`src/rtl/push_button_conditioner.sv`:
```
// Push-button front end: per-button 2-flop synchroniser, debounce, press/release pulses.
// Optional hold auto-repeat on btn_step is built only when BTN_AUTOREPEAT_EN is defined.
module push_button_conditioner #(
    parameter int N_BTN           = 5,
    parameter int DEBOUNCE_CYCLES = 1_000_000,
    parameter int HOLD_CYCLES     = 50_000_000,
    parameter int REPEAT_CYCLES   = 10_000_000
) (
    input  logic             clk_osc,
    input  logic             reset,
    input  logic [N_BTN-1:0] btn_raw,
    output logic [N_BTN-1:0] btn_level,
    output logic [N_BTN-1:0] btn_press,
    output logic [N_BTN-1:0] btn_release,
    output logic [N_BTN-1:0] btn_step,
    output logic             any_press
);

    localparam int DB_W = (DEBOUNCE_CYCLES > 1) ? $clog2(DEBOUNCE_CYCLES) : 1;
    localparam logic [DB_W-1:0] DB_LAST = DB_W'(DEBOUNCE_CYCLES - 1);

`ifdef BTN_AUTOREPEAT_EN
    localparam int RP_MAX = (HOLD_CYCLES > REPEAT_CYCLES) ? HOLD_CYCLES : REPEAT_CYCLES;
    localparam int RP_W   = (RP_MAX > 1) ? $clog2(RP_MAX) : 1;
    localparam logic [RP_W-1:0] HOLD_LAST   = RP_W'(HOLD_CYCLES - 1);
    localparam logic [RP_W-1:0] REPEAT_LAST = RP_W'(REPEAT_CYCLES - 1);

    typedef enum logic [1:0] {
        IDLE,
        HELD,
        REPEAT
    } rpt_state_e;
`endif

    logic [N_BTN-1:0] meta_q;
    logic [N_BTN-1:0] sync_q;
    logic [N_BTN-1:0] rise_vec;
    logic             any_press_d;
    logic             any_press_q;

    always_ff @(posedge clk_osc or negedge reset) begin
        if (!reset) begin
            meta_q <= '0;
            sync_q <= '0;
        end else begin
            meta_q <= btn_raw;
            sync_q <= meta_q;
        end
    end

    for (genvar i = 0; i < N_BTN; i++) begin : g_btn
        logic [DB_W-1:0] db_cnt_q;
        logic [DB_W-1:0] db_cnt_d;
        logic            level_q;
        logic            level_d;
        logic            press_q;
        logic            release_q;
        logic            rise_d;
        logic            fall_d;

        // Counter only runs while the synchronised input disagrees with the accepted level.
        always_comb begin
            db_cnt_d = db_cnt_q;
            level_d  = level_q;
            if (sync_q[i] == level_q) begin
                db_cnt_d = '0;
            end else if (db_cnt_q == DB_LAST) begin
                db_cnt_d = '0;
                level_d  = ~level_q;
            end else begin
                db_cnt_d = db_cnt_q + 1'b1;
            end
            rise_d = level_d & ~level_q;
            fall_d = ~level_d & level_q;
        end

        always_ff @(posedge clk_osc or negedge reset) begin
            if (!reset) begin
                db_cnt_q  <= '0;
                level_q   <= 1'b0;
                press_q   <= 1'b0;
                release_q <= 1'b0;
            end else begin
                db_cnt_q  <= db_cnt_d;
                level_q   <= level_d;
                press_q   <= rise_d;
                release_q <= fall_d;
            end
        end

`ifdef BTN_AUTOREPEAT_EN
        rpt_state_e      state_q;
        logic [RP_W-1:0] rp_cnt_q;
        logic            step_q;

        // A falling level wins over any pending repeat so no pulse escapes on release.
        always_ff @(posedge clk_osc or negedge reset) begin
            if (!reset) begin
                state_q  <= IDLE;
                rp_cnt_q <= '0;
                step_q   <= 1'b0;
            end else begin
                step_q <= rise_d;
                if (fall_d) begin
                    state_q  <= IDLE;
                    rp_cnt_q <= '0;
                end else begin
                    case (state_q)
                        IDLE: begin
                            if (rise_d) begin
                                state_q  <= HELD;
                                rp_cnt_q <= '0;
                            end
                        end
                        HELD: begin
                            if (rp_cnt_q == HOLD_LAST) begin
                                step_q   <= 1'b1;
                                state_q  <= REPEAT;
                                rp_cnt_q <= '0;
                            end else begin
                                rp_cnt_q <= rp_cnt_q + 1'b1;
                            end
                        end
                        REPEAT: begin
                            if (rp_cnt_q == REPEAT_LAST) begin
                                step_q   <= 1'b1;
                                rp_cnt_q <= '0;
                            end else begin
                                rp_cnt_q <= rp_cnt_q + 1'b1;
                            end
                        end
                        default: begin
                            state_q  <= IDLE;
                            rp_cnt_q <= '0;
                        end
                    endcase
                end
            end
        end

        assign btn_step[i] = step_q;
`else
        assign btn_step[i] = press_q;
`endif

        assign btn_level[i]   = level_q;
        assign btn_press[i]   = press_q;
        assign btn_release[i] = release_q;
        assign rise_vec[i]    = rise_d;
    end

    always_comb begin
        any_press_d = |rise_vec;
    end

    always_ff @(posedge clk_osc or negedge reset) begin
        if (!reset) begin
            any_press_q <= 1'b0;
        end else begin
            any_press_q <= any_press_d;
        end
    end

    assign any_press = any_press_q;

endmodule
```
`config.mk`:
```
export PLATFORM = sky130hd
export DESIGN_NAME = push_button_conditioner
export DESIGN_NICKNAME = d
export VERILOG_FILES = /design/src/rtl/push_button_conditioner.sv
export SDC_FILE = /design/constraint.sdc
export NUM_CORES = 1
export LEC_CHECK = 0
export CORE_MARGIN = 8
export CORE_UTILIZATION = 30
export CTS_CLUSTER_DIAMETER = 100
export DETAILED_ROUTE_END_ITERATION = 16
export GPL_TIMING_DRIVEN = 0
export PLACE_DENSITY = 0.49
export RECOVER_POWER = 25
export SLEW_MARGIN = 20
export SYNTH_ARGS = -nofsm -noshare
export SYNTH_HDL_FRONTEND = slang
export SYNTH_SLANG_ARGS = --single-unit
```
`constraint.sdc`:
```
create_clock -name clk_osc -period 2.17 [get_ports clk_osc]
set_clock_uncertainty 0.05 [all_clocks]
set_input_delay 0.434 -clock clk_osc [delete_from_list [all_inputs] [get_ports clk_osc]]
set_output_delay 0.434 -clock clk_osc [all_outputs]
set_load 0.02 [all_outputs]
```
==> flow_summary.yaml, run 1 <==
clock_tree:
  cts_buffers: 17
  htree_num_levels: 4
  cts_tree: "done"
  cts_root_buf: "clkbuf_16"
  clockBufferDepth: 2
  clkTransAtPathRegs_ns: 0.05
  cts_sinks: 126
  clk_latency_ns: 0.41
grt:
  antenna_found_initial: 0
  grt_max_degree: 70
  grt_pass1_vias: 4517
  grt_pass1_wl_mm: 21.5
  grt_use_total_pct: 10.7
  grt-ovfl-total: 0
setup_path:
  endpoint_kind: "flop"
  crit_fanout: 10
  r2r_setup_slack_ns: 0.02
  path_class: "reg2reg"
  critPathLaunchType: "flop"
  arrival_ns: 2.39
  crit_required_ns: 2.41
floorplanning:
  die_h_um: 158
  initial_core_util_pct: 30.3
  coreArea_sq_mm: 0.0200
  dieArea_sq_mm: 0.0249
  fp.dieW_um: 158
  ios: 28
  placementRows: 52
logic_synthesis:
  synth_cells: 600
  ys_warn_count: 0
  ys_types: 45
  synth.avg_cell_area_sq_um: 10.1
  synth_mux_area_share_pct: 0.745
  synth_compound_area_share_pct: 5.63
  syn_nets: 612
  synth_edf_count: 0
  synth-seq-cells: 126
  syn-cell-area_sq_mm: 0.00604
  ys.flop_type: "dfrtp_1"
  synth_top_family_by_area: "simple AND/OR/NAND/NOR gates"
  yosysSeqAreaShare_pct: 52.2
  yosys.area_share.simple_pct: 25.4
  yosysTopAreaCellShare_pct: 52.2
  synth_area_leader_cell: "dfrtp_1"
  synthAdderAreaFrac_pct: 1.03
  async_flop_share_pct: 100
  yosys-top-cells-area: "dfrtp_1 52%, xnor2_1 5.7%, nor2_1 5.3%, xor2_1 4.5%, buf_4 2.7%"
  synthXorXnorAreaFrac_pct: 10.1
power_and_ir_drop:
  power.density_mw_per_mm2: 760
  combPwrFrac_pct: 2.9
  pwr-share-clk_pct: 54.6
  p_leak_nw: 3.06
  swShare_pct: 20.5
  power_switching_mw: 1.16
  p_int_mw: 4.53
  seq_power_share_pct: 42.5
  worst_ir_drop_vdd_mv: 0.420
timing:
  post-route-min-period_ns: 2.15
  finalHoldViolations: 0
  finalSetupViolCount: 0
  min_period_over_period_pct: 98.9
  rsz0062_at_grt: "true"
  worst_pin_slew_ns: 1.34
  setup_slack_ns: 0.0245
  slew_headroom_pct: 10.5
  fmax_mhz: 466
  final_max_slew_viol_count: 0
detailed_routing:
  totalWireLength_mm: 12.4
  firstDrtPassIters: 4
  wl_per_cell_um: 13.2
  drt_iter0_markers: 212
  vias_per_cell: 4.74
  drtAntennaViolNets: 0
  vias: 4432
  route.detailed.drc: 0
placement:
  gp_congestion: 0.801
  placed_area_sq_mm: 0.00669
  dp_hpwl_mm: 8.47
  pre_cts_slack_ns: -0.516
  port_buffers: 27
  dp.cells: 898
finish:
  layout-drive-gt1-share_pct: 16.2
  final_common_cell: "dfrtp_1"
  nets: 665
  area_growth_pct: 24.0
  final_core_util_pct: 37.5
  fin_area_sq_mm: 0.00749
  antenna_cells: 0
  fin_cells: 936
  final_cell_mix: "122 x dfrtp_1, 84 x nor2_1, 39 x xnor2_1"
outcome:
  outcome: "finished clean"
hold_path:
  min_path_type: "reg2reg"
job:
  drv_cap: 0
==> metrics by stage <==
stage / hold slack (ns) / total power [mW] / TNS (ns)
2_1_floorplan: 0.0884 / 2.52 / 0
5_1_grt: 0.308 / 5.91 / -0.537
3_3_place_gp: 0.284 / 2.61 / -574.41
4_1_cts: 0.300 / 5.78 / 0
3_5_place_dp: 0.288 / 2.62 / -10.75
6_report: 0.297 / 5.69 / 0
==> critical path: stages (launching register included) <==
cell and delay, ns:
dfrtp_1 0.39, or4b_1 0.53, or4_4 0.61, o21ai_4 0.22, buf_6 0.18, a21oi_1 0.05
==> worst paths after layout <==
kind                                              end                 start  depth (start not counted)
worst max-delay path            g_btn[0].db_cnt_q[19]  g_btn[0].db_cnt_q[8]                          5
worst min-delay path                        sync_q[0]             meta_q[0]                          0
worst max register to register  g_btn[0].db_cnt_q[19]  g_btn[0].db_cnt_q[8]                          5
worst min register to register              sync_q[0]             meta_q[0]                          0
max in group asynchronous        g_btn[1].db_cnt_q[2]                 reset                          3
min in group asynchronous        g_btn[3].db_cnt_q[6]                 reset                          2
==> power groups by stage <==
| stage | clock, mW | combinational (mW) | sequential, mW |
|---|---|---|---|
| finish | 3.11 | 0.167 | 2.42 |
| global route | 3.29 | 0.196 | 2.42 |
| CTS | 3.19 | 0.172 | 2.42 |
| detailed placement | 0 | 0.161 | 2.46 |
| global placement | 0 | 0.151 | 2.46 |
| floorplan | 0 | 0.0711 | 2.45 |
==> cell families (layout without fill, tap and decap cells) <==
logic type      Yosys count  count (layout)
mux                       4               4
xor+xnor                 70              70
buf+inv                  54             120
flops                   126             126
compound gates           58              58
simple gates            283             283
fa+ha+maj                 5               5
==> routing by layer <==
metal / global-route usage (%) / up-vias / share of wire, %
met5: 0 / - / 0
met4: 4.40 / 0 / 1.5
met3: 2.70 / 14 / 2.7
met2: 17.9 / 38 / 49
met1: 13.0 / 2178 / 47
li1: - / 2202 / -
==> cell usage after synthesis, types with 2 or more instances <==
cell type / instances
o31ai_1: 6
nor3_1: 13
nand2_1: 31
buf_2: 5
and3b_1: 2
inv_1: 16
nor4_1: 15
nor4b_1: 4
nand4_1: 25
and2_1: 3
or3_1: 11
o21ai_0: 20
xor2_1: 31
ha_1: 5
or4b_1: 2
or3_2: 3
a21oi_1: 24
and4_1: 9
or4_4: 3
nand3_1: 33
dfrtp_1: 126
nor2_1: 85
nand4b_1: 3
mux2_2: 4
and4b_1: 2
nor3b_1: 3
or2_2: 3
clkbuf_1: 10
a31o_2: 2
and3_1: 13
or4_1: 14
buf_4: 22
xnor2_1: 39
nand2b_1: 2
==> what timing repair did <==
item,4_1_cts,5_1_grt
pin swaps,4,2
resized for setup,10,24
hold buffers,1,0
setup buffers,4,4
cloned,0,1
endpoints found under the setup margin,68,70
endpoints found under the hold margin,57,0
==> cell type report <==
type                            count  area [sq um]
Fill cell                        1961         12500
Sequential cell                   126          3160
Multi-Input combinational cell    420          2680
Clock buffer                       20           457
Timing Repair Buffer               38           374
Tap cell                          270           338
Buffer                             34           235
Clock inverter                     12           190
Inverter                           16          60.1
==> registers in the layout, indices dropped and copies added, names as in the netlist <==
signal and count:
g_btn.db_cnt_q 100, any_press 1, g_btn.level_q 5, meta_q 5, g_btn.release_q 5, g_btn.press_q 5, sync_q 5
(Power assumes the default switching activity.)
==> inputs of run 2 (changes only) <==
--- a/config.mk
+++ b/config.mk
@@ -12,6 +12,7 @@
 export GPL_TIMING_DRIVEN = 0
 export PLACE_DENSITY = 0.49
 export RECOVER_POWER = 25
+export SETUP_SLACK_MARGIN = 0.05
 export SLEW_MARGIN = 20
 export SYNTH_ARGS = -nofsm -noshare
 export SYNTH_HDL_FRONTEND = slang
==> run 2 against run 1 <==
Effect of this change:
- first-iteration DRC count up 2.4%
- hold slack about the same
- utilization up 0.64 points
- critical path depth down 1
- register-to-register slack about the same
- routed wire length up 0.23%
- count of clock-buffer cells in the layout unchanged
- combinational power up 8%
- die area unchanged
- non-clock buffer count up 10
- global-route usage about the same
- maximum frequency down 0.41%
- critical path type unchanged
- largest power group unchanged
==> flow_summary.yaml, run 2 (same netlist as run 1, synthesis figures left out) <==
outcome:
  outcome: "finished clean"
finish:
  final_cell_mix: "123 x dfrtp_1, 79 x nor2_1, 41 x buf_4"
  top_register: "g_btn.db_cnt_q"
  final_common_cell: "dfrtp_1"
  layout-drive-gt1-share_pct: 18.9
  nets: 675
  area_growth_pct: 26.1
  antenna_cells: 0
  largest_register_ffs: 100
detailed_routing:
  totalWireLength_mm: 12.4
  vias: 4505
  vias_per_cell: 4.76
  route.detailed.drc: 0
  drt_iter0_markers: 217
  drtAntennaViolNets: 0
  firstDrtPassIters: 4
  wl_per_cell_um: 13.1
power_and_ir_drop:
  worst_ir_drop_vdd_mv: 0.425
  power.density_mw_per_mm2: 749
  p_leak_nw: 3.16
  fin_total_pwr_mw: 5.71
floorplanning:
  initial_core_util_pct: 30.3
  dieArea_sq_mm: 0.0249
  placementRows: 52
  die_h_um: 158
  ios: 28
  fp.dieW_um: 158
  coreArea_sq_mm: 0.0200
timing:
  slew_headroom_pct: 10.5
  post-route-min-period_ns: 2.15
  finalSetupViolCount: 0
  worst_pin_slew_ns: 1.34
  final_max_slew_viol_count: 0
  fmax_mhz: 464
  rsz0062_at_grt: "true"
  hold-worst-slack_ns: 0.297
  finalHoldViolations: 0
  min_period_over_period_pct: 99.3
placement:
  dp_hpwl_mm: 8.47
  gp_congestion: 0.801
  port_buffers: 27
setup_path:
  crit_required_ns: 2.42
  cp_cell_sequence: "or4b_1, or4_4, nor2_2, mux2_2"
  cp_num_buf_inv: 0
  critPathTopFamily: "simple AND/OR/NAND/NOR gates"
  critPathLaunchType: "flop"
  path_class: "reg2reg"
  endpoint_kind: "flop"
  crit_fanout: 5
  slowest_stage: "or4_4"
  arrival_ns: 2.40
  max_stage_delay_ns: 0.60
grt:
  grt_pass1_vias: 4550
  antenna_found_initial: 0
  grt_pass1_wl_mm: 21.6
  grt_use_total_pct: 10.8
  grt_max_degree: 70
  grt-ovfl-total: 0
clock_tree:
  cts_buffers: 17
  cts_root_buf: "clkbuf_16"
  cts_tree: "done"
  clkTransAtPathRegs_ns: 0.05
  cts_sinks: 126
  clk_latency_ns: 0.42
  htree_num_levels: 4
  clockBufferDepth: 2
hold_path:
  min_path_type: "reg2reg"
job:
  drv_cap: 0
## run 2: worst reg2reg max path: cells and delay by family (launching register included)
| family | cells | cell delay [ns] |
|---|---|---|
| AND/OR/NAND/NOR | 3 | 1.26 |
| flip-flops | 1 | 0.39 |
| multiplexers | 1 | 0.33 |
## run 2: area by class of cell
type	instances	area, sq um
clock inverter	12	190
inverter	16	60.1
multi-input combinational	420	2730
sequential	126	3160
buffer	34	236
clock buffer	20	457
timing repair buffer	48	454
fill	1948	12400
tap	270	338
## run 2: stage by stage
stage | cells | area (sq um) | utilization, % | setup slack, ns | TNS [ns]
after floorplan | 600 | 6040 | - | 0.0838 | 0
after global placement | 897 | 6650 | 33.3 | -4.49 | -574.41
after detailed placement | 898 | 6690 | 33.5 | -0.516 | -10.75
after CTS | 937 | 7450 | 37.3 | 0.0451 | 0
after global routing | 946 | 7620 | 38.2 | -0.0422 | -0.379
final | 946 | 7620 | 38.2 | 0.0157 | 0
## run 2: repair_timing
action	4_1_cts	5_1_grt
resized for setup	13	37
setup endpoints to repair	87	80
pin swaps	4	6
endpoints found under the hold margin	57	0
gates cloned	0	1
setup buffers	9	9
hold buffers	1	0
## run 2: power breakdown
| group | total (mW) | leakage, nW | internal [mW] | switching, mW |
|---|---|---|---|---|
| Sequential | 2.42 | 1.72 | 2.38 | 0.0336 |
| Clock | 3.11 | 0.316 | 2.09 | 1.03 |
| Combinational | 0.180 | 1.12 | 0.0627 | 0.117 |
| Total | 5.71 | 3.16 | 4.53 | 1.18 |
## run 2: path summary, 6_finish.rpt
kind / from / endpoint / slack (ns) / depth (start not counted)
worst min-delay path: meta_q[0] / sync_q[0] / 0.30 / 0
max in group asynchronous: reset / g_btn[1].db_cnt_q[1] / 0.29 / 3
worst min register to register: meta_q[0] / sync_q[0] / 0.30 / 0
worst max register to register: g_btn[0].db_cnt_q[8] / g_btn[0].level_q / 0.02 / 4
worst max-delay path: g_btn[0].db_cnt_q[8] / g_btn[0].level_q / 0.02 / 4
min in group asynchronous: reset / g_btn[3].db_cnt_q[6] / 0.83 / 2
## run 2: layer usage
| metal | vias to the layer above | GRT usage (%) | part of all wire, % |
|---|---|---|---|
| met3 | 14 | 2.70 | 2.8 |
| met4 | 0 | 4.40 | 1.6 |
| met1 | 2221 | 13.0 | 46 |
| met2 | 44 | 18.1 | 49 |
| li1 | 2226 | - | - |
| met5 | - | 0 | 0 |
==> inputs of run 3 (changes only) <==
==> constraint.sdc (replaced) <==
create_clock -name clk_osc -period 2.17 [get_ports clk_osc]
set_clock_uncertainty 0.05 [all_clocks]
set_input_delay 0.434 -clock clk_osc [delete_from_list [all_inputs] [get_ports clk_osc]]
set_output_delay 0.434 -clock clk_osc [all_outputs]
set_load 0.01 [all_outputs]
==> run 3 against run 2 <==
Effect of this change:
- sequential share of layout area about the same
- hold slack about the same
- combinational power about the same
- register-to-register slack about the same
- clock power about the same
- flip-flop and latch count unchanged
- design area about the same
- global-route usage unchanged
- via count about the same
==> flow_summary.yaml, run 3 (same netlist as run 1, synthesis figures left out) <==
power_and_ir_drop:
  p_leak_nw: 3.12
  power_switching_mw: 1.18
  pwr-share-clk_pct: 54.5
  p_int_mw: 4.53
  combPwrFrac_pct: 3.2
  worst_ir_drop_vdd_mv: 0.424
  swShare_pct: 20.6
  power.density_mw_per_mm2: 750
  seq_power_share_pct: 42.4
timing:
  fmax_mhz: 464
  slew_headroom_pct: 10.3
  finalHoldViolations: 0
  hold-worst-slack_ns: 0.297
  worst_pin_slew_ns: 1.35
  fin_tns_setup_ns: 0
  finalSetupViolCount: 0
  post-route-min-period_ns: 2.15
  rsz0062_at_grt: "true"
  min_period_over_period_pct: 99.3
  final_max_slew_viol_count: 0
clock_tree:
  cts_sinks: 126
  cts_buffers: 17
  clockBufferDepth: 2
  clkTransAtPathRegs_ns: 0.05
  clk_latency_ns: 0.42
  cts_root_buf: "clkbuf_16"
  cts_tree: "done"
  htree_num_levels: 4
finish:
  antenna_cells: 0
  layout-drive-gt1-share_pct: 18.9
  final_common_cell: "dfrtp_1"
  final_core_util_pct: 38.1
  area_growth_pct: 26.0
  largest_register_ffs: 100
  nFillCells: 1948
  fin_area_sq_mm: 0.00762
  top_register: "g_btn.db_cnt_q"
  final_cell_mix: "123 x dfrtp_1, 79 x nor2_1, 41 x buf_4"
  fin_cells: 946
  nets: 675
setup_path:
  path_class: "reg2reg"
  critPathTopFamily: "simple AND/OR/NAND/NOR gates"
  endpoint_kind: "flop"
  r2r_setup_slack_ns: 0.02
  worst_r2r_endpoint: "g_btn[0].level_q"
  cp_num_buf_inv: 0
  reg2regPathDepth: 4
  arrival_ns: 2.40
  max_stage_delay_ns: 0.60
  slowest_stage: "or4_4"
  crit_fanout: 5
  timing.rr.start: "g_btn[0].db_cnt_q[8]"
  critPathLaunchType: "flop"
  crit_required_ns: 2.42
  cp_cell_sequence: "or4b_1, or4_4, nor2_2, mux2_2"
floorplanning:
  fp.dieW_um: 158
  ios: 28
  die_h_um: 158
  dieArea_sq_mm: 0.0249
  placementRows: 52
  coreArea_sq_mm: 0.0200
  initial_core_util_pct: 30.3
detailed_routing:
  route.detailed.drc: 0
  wl_per_cell_um: 13.1
  vias_per_cell: 4.76
  vias: 4506
  drtAntennaViolNets: 0
  drt_iter0_markers: 218
  firstDrtPassIters: 4
  totalWireLength_mm: 12.4
placement:
  port_buffers: 27
  dp_hpwl_mm: 8.47
  dp.cells: 898
  gp_congestion: 0.801
  placed_area_sq_mm: 0.00669
grt:
  antenna_found_initial: 0
  grt_pass1_vias: 4550
  grt-ovfl-total: 0
  grt_use_total_pct: 10.8
  grt_max_degree: 70
  grt_pass1_wl_mm: 21.6
hold_path:
  hp-start: "meta_q[0]"
  hold_depth: 0
  min_to: "sync_q[0]"
  min_path_type: "reg2reg"
job:
  drv_cap: 0
outcome:
  outcome: "finished clean"
==> run 3: changes by cell type in the layout (fill, tap and decap cells not counted) <==
| cell | change |
|---|---|
| clkdlybuf4s50_1 | +2 |
| dlymetal6s2s_1 | -2 |
==> run 3: stage by stage <==
stage / power, mW / setup WS, ns
after floorplan: 2.52 / 0.0838
after global placement: 2.61 / -4.49
after detailed placement: 2.62 / -0.516
after CTS: 5.78 / 0.0451
after global routing: 5.92 / -0.0422
final: 5.71 / 0.0157
==> run 3: metal layers <==
metal,share of wire [%],up-vias,global-route usage (%)
li1,-,2226,-
met1,46,2222,13.0
met2,49,44,18.1
met3,2.8,14,2.70
met4,1.6,0,4.40
met5,0,-,0
==> run 3: power by group through the flow <==
stage	clock network (mW)	logic [mW]	registers, mW
floorplan	0	0.0711	2.45
global placement	0	0.151	2.46
detailed placement	0	0.161	2.46
CTS	3.19	0.172	2.42
global route	3.29	0.210	2.42
finish	3.11	0.180	2.42
==> run 3: cell type report <==
type | instances | area, sq um | share of cell area [%]
Clock buffer | 20 | 457 | 6.00
Inverter | 16 | 60.1 | 0.789
Sequential cell | 126 | 3160 | 41.4
Timing Repair Buffer | 48 | 449 | 5.90
Buffer | 34 | 236 | 3.10
Clock inverter | 12 | 190 | 2.50
Multi-Input combinational cell | 420 | 2730 | 35.8
Tap cell | 270 | 338 | 4.44
==> run 3: timing repair <==
action | CTS | global route
cloned | 0 | 1
buffers inserted | 9 | 9
hold buffers | 1 | 0
pin swaps | 4 | 6
setup endpoints to repair | 87 | 78
gates resized for setup | 13 | 35
endpoints found under the hold margin | 57 | 0
==> run 3: worst max-delay path by stage <==
stage,from,to,slack [ns],cells after the start
2_1_floorplan,g_btn[0].db_cnt_q[8],g_btn[0].level_q,0.08,4
3_3_place_gp,reset,g_btn[1].db_cnt_q[12],-4.49,1
3_5_place_dp,g_btn[3].db_cnt_q[0],g_btn[3].db_cnt_q[7],-0.52,7
4_1_cts,g_btn[0].db_cnt_q[13],g_btn[0].db_cnt_q[10],0.05,5
5_1_grt,g_btn[0].db_cnt_q[8],g_btn[0].db_cnt_q[15],-0.04,5
6_report,g_btn[0].db_cnt_q[8],g_btn[0].level_q,0.02,4
==> edit 1, RTL diff (flow settings as in run 3) <==
Set the parameter `N_BTN` to 10 (it was 5).
--- a/src/rtl/push_button_conditioner.sv
+++ b/src/rtl/push_button_conditioner.sv
@@ -2,5 +2,5 @@
 // Optional hold auto-repeat on btn_step is built only when BTN_AUTOREPEAT_EN is defined.
 module push_button_conditioner #(
-    parameter int N_BTN           = 5,
+    parameter int N_BTN           = 10,
     parameter int DEBOUNCE_CYCLES = 1_000_000,
     parameter int HOLD_CYCLES     = 50_000_000,
Ports: changed (5 resized); port bits go from 28 to 53. The function was not compared with the original's and may differ.
==> edit 1 against run 3 <==
  * The run now ends with negative setup slack left
  * Critical path type unchanged
  * Worst hold slack got worse by 0.0013 ns
  * Synthesized area rose by 91%
  * Fmax down 4.9%
  * Core utilization fell by 0.65 points
  * Design area up 89%
  * Via count is 77% higher
  * Count of clock-buffer cells in the layout grew 27
  * Sequential cell count grew 125
  * Worst setup slack worse by 0.11 ns
  * Clock power grew 59%
  * Routed wire length grew 84%
  * Largest power group unchanged
  * Total power up 77%
==> edit 1: results (changes against run 3) <==
| Metric | Value |
|---|---|
| Outcome | complete, but fails checks |
| Failing checks | negative setup slack |
| Number of fill cells in the layout | 3862 (+98%) |
| P_sw | 2.16 mW (+84%) |
| Pin count of the biggest net entering global routing | 80 (+14%) |
| Via/cell ratio | 4.48 (-6.0%) |
| Register area share after synthesis | 0.544 (+0.0219) |
| Commonest cells in the netlist | dfrtp_1, nor2_1, xor2_1, xnor2_1, nand3_1 |
| Synth top area cells | dfrtp_1, xor2_1, nor2_1, xnor2_1, buf_4 |
| GR Util met3 | 0.0193 (-0.00772) |
| GRT met2 Usage | 0.176 (-0.00515) |
| Crit path max fanout | 4 (-1) |
| CP max stage delay | 0.55 ns (-0.05 ns) |
| Gr usage total | 0.105 (-0.00274) |
| CTS Buffer Depth | 3 (+1) |
| Met1 WL | 10.9 mm (+90%) |
| IO buf count | 52 (+93%) |
| Worst flop-to-flop path endpoint | g_btn[0].db_cnt_q[5] |
| Finished Layout Cells | 1786 (+89%) |
| Dpl cells | 1691 (+88%) |
| PostCTS Resize Cnt | 40 (+27) |
| Post-route setup slack | -0.0941 ns (-0.110 ns) |
| Comb pwr share | 0.034 (+0.002) |
| # setup viols final | 22 (+22) |
| Skew-Pair Late Insertion Delay | 0.55 ns (+0.13 ns) |
| Slew headroom | 0.416 (+0.313) |
| Post-synth cell types | 41 (-8.9%) |
| Fin nets | 1269 (+88%) |
| WL met2 | 10.6 mm (+74%) |
| PD cells | 701 nW/um^2 (-6.4%) |
| HPWL Detailed | 15.1 mm (+78%) |
| P_clk | 4.93 mW (+59%) |
| R2r worst-path depth | 6 (+2) |
| Setup TNS | -1.66 ns (-1.66 ns) |
| Mapped Nets | 1139 (+86%) |
| Static Leakage | 6.36 nW (+100%) |
| FF-to-FF Start | g_btn[0].db_cnt_q[11] |
| Vias in the first global route | 8181 (+80%) |
| Pre-CTS setup slack | -0.492 ns (+0.0243 ns) |
| Placed Area | 12800 sq um (+92%) |
| Gpl congestion | 0.733 (-8.5%) |
| WL per Instance | 12.8 um (-2.6%) |
| Met3 Routed Length | 888 um (+160%) |
| Maximum vdd drop | 523 uV (+23%) |
edit 1: cell types whose count changed in the layout (fill, tap and decap cells not counted), moves of 22 or more:
cell and change:
nand2_1 +25, a21oi_1 -23, nor2_1 +138, dfrtp_1 +124, buf_4 +44, and3_1 +22, xor2_1 +71, nand3_1 +31
xnor2_1 +49
edit 1: cell type report:
| type | instances | area (sq um) | area share |
|---|---|---|---|
| well taps | 518 | 648 | 0.0451 |
| repair buffers | 98 | 943 | 0.0656 |
| clock buffers | 47 | 895 | 0.0622 |
| multi-input cells | 776 | 4950 | 0.344 |
| plain buffers | 63 | 468 | 0.0325 |
| flip-flops and latches | 251 | 6290 | 0.437 |
| clock inverters | 6 | 95.1 | 0.00661 |
| inverters | 27 | 101 | 0.00705 |
edit 1: logic make-up after synthesis:
logic type      after synthesis  share of synthesized area
buf+inv                      90                     0.0458
flops                       251                      0.544
simple gates                563                      0.246
mux                           5                    0.00487
fa+ha+maj                    10                     0.0108
compound gates                8                    0.00466
xor+xnor                    190                      0.144
==> edit 2, RTL diff (config.mk and constraints of run 3) <==
Made on the original files. Register the input `btn_raw` before use, without a reset. The logic sees it one clock later.
--- a/src/rtl/push_button_conditioner.sv
+++ b/src/rtl/push_button_conditioner.sv
@@ -19,4 +19,10 @@
     localparam int DB_W = (DEBOUNCE_CYCLES > 1) ? $clog2(DEBOUNCE_CYCLES) : 1;
     localparam logic [DB_W-1:0] DB_LAST = DB_W'(DEBOUNCE_CYCLES - 1);
+
+    logic [N_BTN-1:0] btn_raw_q;
+
+    always_ff @(posedge clk_osc) begin
+        btn_raw_q <= btn_raw;
+    end
 
 `ifdef BTN_AUTOREPEAT_EN
@@ -44,5 +50,5 @@
             sync_q <= '0;
         end else begin
-            meta_q <= btn_raw;
+            meta_q <= btn_raw_q;
             sync_q <= meta_q;
         end
Formal check against the unedited RTL: same outputs for any inputs over 10 cycles, from zero or initial values and one cycle with reset low; that may be too few to reach the edited logic, so the function may still have changed.
==> edit 2 against run 3 <==
  * Design area barely moved
  * Synthesized area up 2.4%
  * Routed wire length grew 2.3%
  * Total power is 3.3% lower
  * Worst setup slack gained 0.12 ns
  * Worst hold slack lost 0.023 ns
  * Clock power is 8.7% lower
  * First-iteration DRC count decreased by 18%
  * Sequential cell count increased by 5
  * Critical path type is now register to output pin
  * Critical endpoint is now btn_level[3]
  * Largest cell class unchanged
==> edit 2: results (changes against run 3) <==
| Metric | Value |
|---|---|
| CTS Buffer Depth | 2 (unchanged) |
| Asr flop ratio synth | 0.962 (-0.0382) |
| Fin nets | 670 (-0.74%) |
| First-pass GRT wire length | 21.8 mm (+0.70%) |
| Commonest cells in the netlist | dfrtp_1, nor2_1, nand2_1, nand3_1, xor2_1 |
| Post-synth cell types | 47 (+4.4%) |
| Gr usage total | 0.103 (-0.00437) |
| Placed Area | 6830 sq um (+2.2%) |
| Outcome | complete, no violations |
| Worst slew pin tran | 0.444 ns (-0.902 ns) |
| Share of cells above drive strength 1 | 0.151 (-0.0388) |
| Area fraction in compound gates after synthesis | 0.0742 (+0.0179) |
| Max reg flops | 100 (unchanged) |
| Pre-CTS setup slack | -0.337 ns (+0.179 ns) |
| Sw Share | 0.213 (+0.00668) |
| IO buf count | 27 (unchanged) |
| Via/cell ratio | 4.81 (+0.98%) |
| Register area share after synthesis | 0.525 (+0.00383) |
| Synth top area cells | dfrtp_1, xor2_1, nor2_1, xnor2_1, nand3_1 |
| Crit path max fanout | 5 (unchanged) |
| Vias in the first global route | 4499 (-1.1%) |
| N_diodes | 0 (unchanged) |
| Number of fill cells in the layout | 2001 (+2.7%) |
| Antenna violations before repair | 0 (unchanged) |
| Post-synthesis xor/xnor area fraction | 0.0877 (-0.0137) |
| Ys flop type | dfrtp_1 |
| Largest register by flop count | g_btn.db_cnt_q |
| Maximum vdd drop | 598 uV (+41%) |
| CTS root buf | clkbuf_16 |
| Gpl congestion | 0.745 (-7.1%) |
| Met1 Resource Use GR | 0.127 (-0.00302) |
| Pin count of the biggest net entering global routing | 71 (+1.4%) |
| Mapped Nets | 614 (+0.33%) |
| Worst hold path type | register to register |
| TritonRoute pass-1 iters | 4 (unchanged) |
| H-tree depth | 4 (unchanged) |
| Syn. warnings | 0 (unchanged) |
| CTS Buf Count | 17 (unchanged) |
| Clock Pin Slew Worst Setup and Hold Paths | 0.06 ns |
| Aggregate routed wire length | 12.7 mm (+2.3%) |
| Skew-Pair Late Insertion Delay | 0.41 ns |
| Mux cell area share after synthesis | 0.00909 (+0.00164) |
| Critical path arrival | 1.55 ns (-0.85 ns) |
| HPWL Detailed | 8.48 mm (about the same) |
| GRT met2 Usage | 0.166 (-0.0146) |
| GR Util met3 | 0.0242 (-0.00286) |
| Static Leakage | 3.14 nW (+0.72%) |
| DR iter-0 viols | 179 (-18%) |
| Adder-cell share of the synthesized area | 0.0101 (-0.000245) |
==> edit 2: cell types whose count changed in the layout (fill, tap and decap cells not counted), moves of 6 or more <==
cell	before	now
nor3_1	13	4
xnor2_1	39	27
buf_4	41	30
nor2_1	79	70
and2_1	3	11
a21oi_1	23	33
or4_1	11	18
o31ai_1	6	16
clkbuf_1	3	10
or3_1	11	17
==> edit 2: final timing paths <==
check / from / slack [ns] / end / depth (start not counted)
worst max-delay path: g_btn[3].level_q / 0.14 / btn_level[3] / 2
max in group asynchronous: reset / 0.89 / g_btn[2].db_cnt_q[12] / 3
worst min register to register: btn_raw_q[1] / 0.27 / meta_q[1] / 0
worst max register to register: g_btn[0].db_cnt_q[0] / 0.14 / g_btn[0].db_cnt_q[18] / 6
min in group asynchronous: reset / 0.49 / g_btn[4].db_cnt_q[13] / 2
worst min-delay path: btn_raw_q[1] / 0.27 / meta_q[1] / 0
==> edit 2: area by class of cell <==
cell class,instances,area share
multi-input cells,418,0.359
repair buffers,39,0.0525
flip-flops and latches,131,0.427
inverters,13,0.00640
clock inverters,9,0.0135
plain buffers,38,0.0332
clock buffers,23,0.0640
well taps,270,0.0443
==> edit 2: critical path, cell delays in order, from the launching register on <==
cell and delay (ns):
dfrtp_1 0.47, buf_4 0.15, clkdlybuf4s50_1 0.53
==> edit 2: kinds of logic (layout without fill, tap and decap cells) <==
group / Yosys count / count (layout)
simple gates: 273 / 273
flops: 131 / 131
compound gates: 73 / 73
xor+xnor: 62 / 62
buf+inv: 53 / 122
fa+ha+maj: 5 / 5
mux: 5 / 5
==> edit 2: timing repair <==
item,CTS,global route
hold buffers,1,0
endpoints found under the setup margin,66,73
setup buffers,7,3
hold endpoints to repair,56,0
resized for setup,6,17
pin swaps,5,3
==> edit 2: stage by stage <==
step / total power, mW / cells / hold WS [ns] / utilization / TNS, ns
CTS: 5.61 / 940 / 0.275 / 0.372 / 0
detailed placement: 2.71 / 900 / 0.271 / 0.338 / -5.67
finish: 5.52 / 941 / 0.274 / 0.377 / 0
global placement: 2.70 / 899 / 0.268 / 0.336 / -569.60
global route: 5.76 / 941 / 0.279 / 0.377 / 0
floorplan: 2.62 / 602 / 0.0884 / - / 0
==> edit 2: per-layer routing <==
layer  share of wire  routed length [um]
met5               0                   0
met4           0.025                 314
met3           0.029                 363
met2            0.48                6060
met1            0.47                5950
==> edit 2: power groups by stage <==
| stage | logic, mW | clock network (mW) | registers [mW] |
|---|---|---|---|
| 5_1_grt | 0.192 | 3.05 | 2.52 |
| 3_3_place_gp | 0.150 | 0 | 2.55 |
| 6_report | 0.166 | 2.84 | 2.52 |
| 4_1_cts | 0.170 | 2.93 | 2.51 |
| 2_1_floorplan | 0.0694 | 0 | 2.55 |
| 3_5_place_dp | 0.160 | 0 | 2.55 |
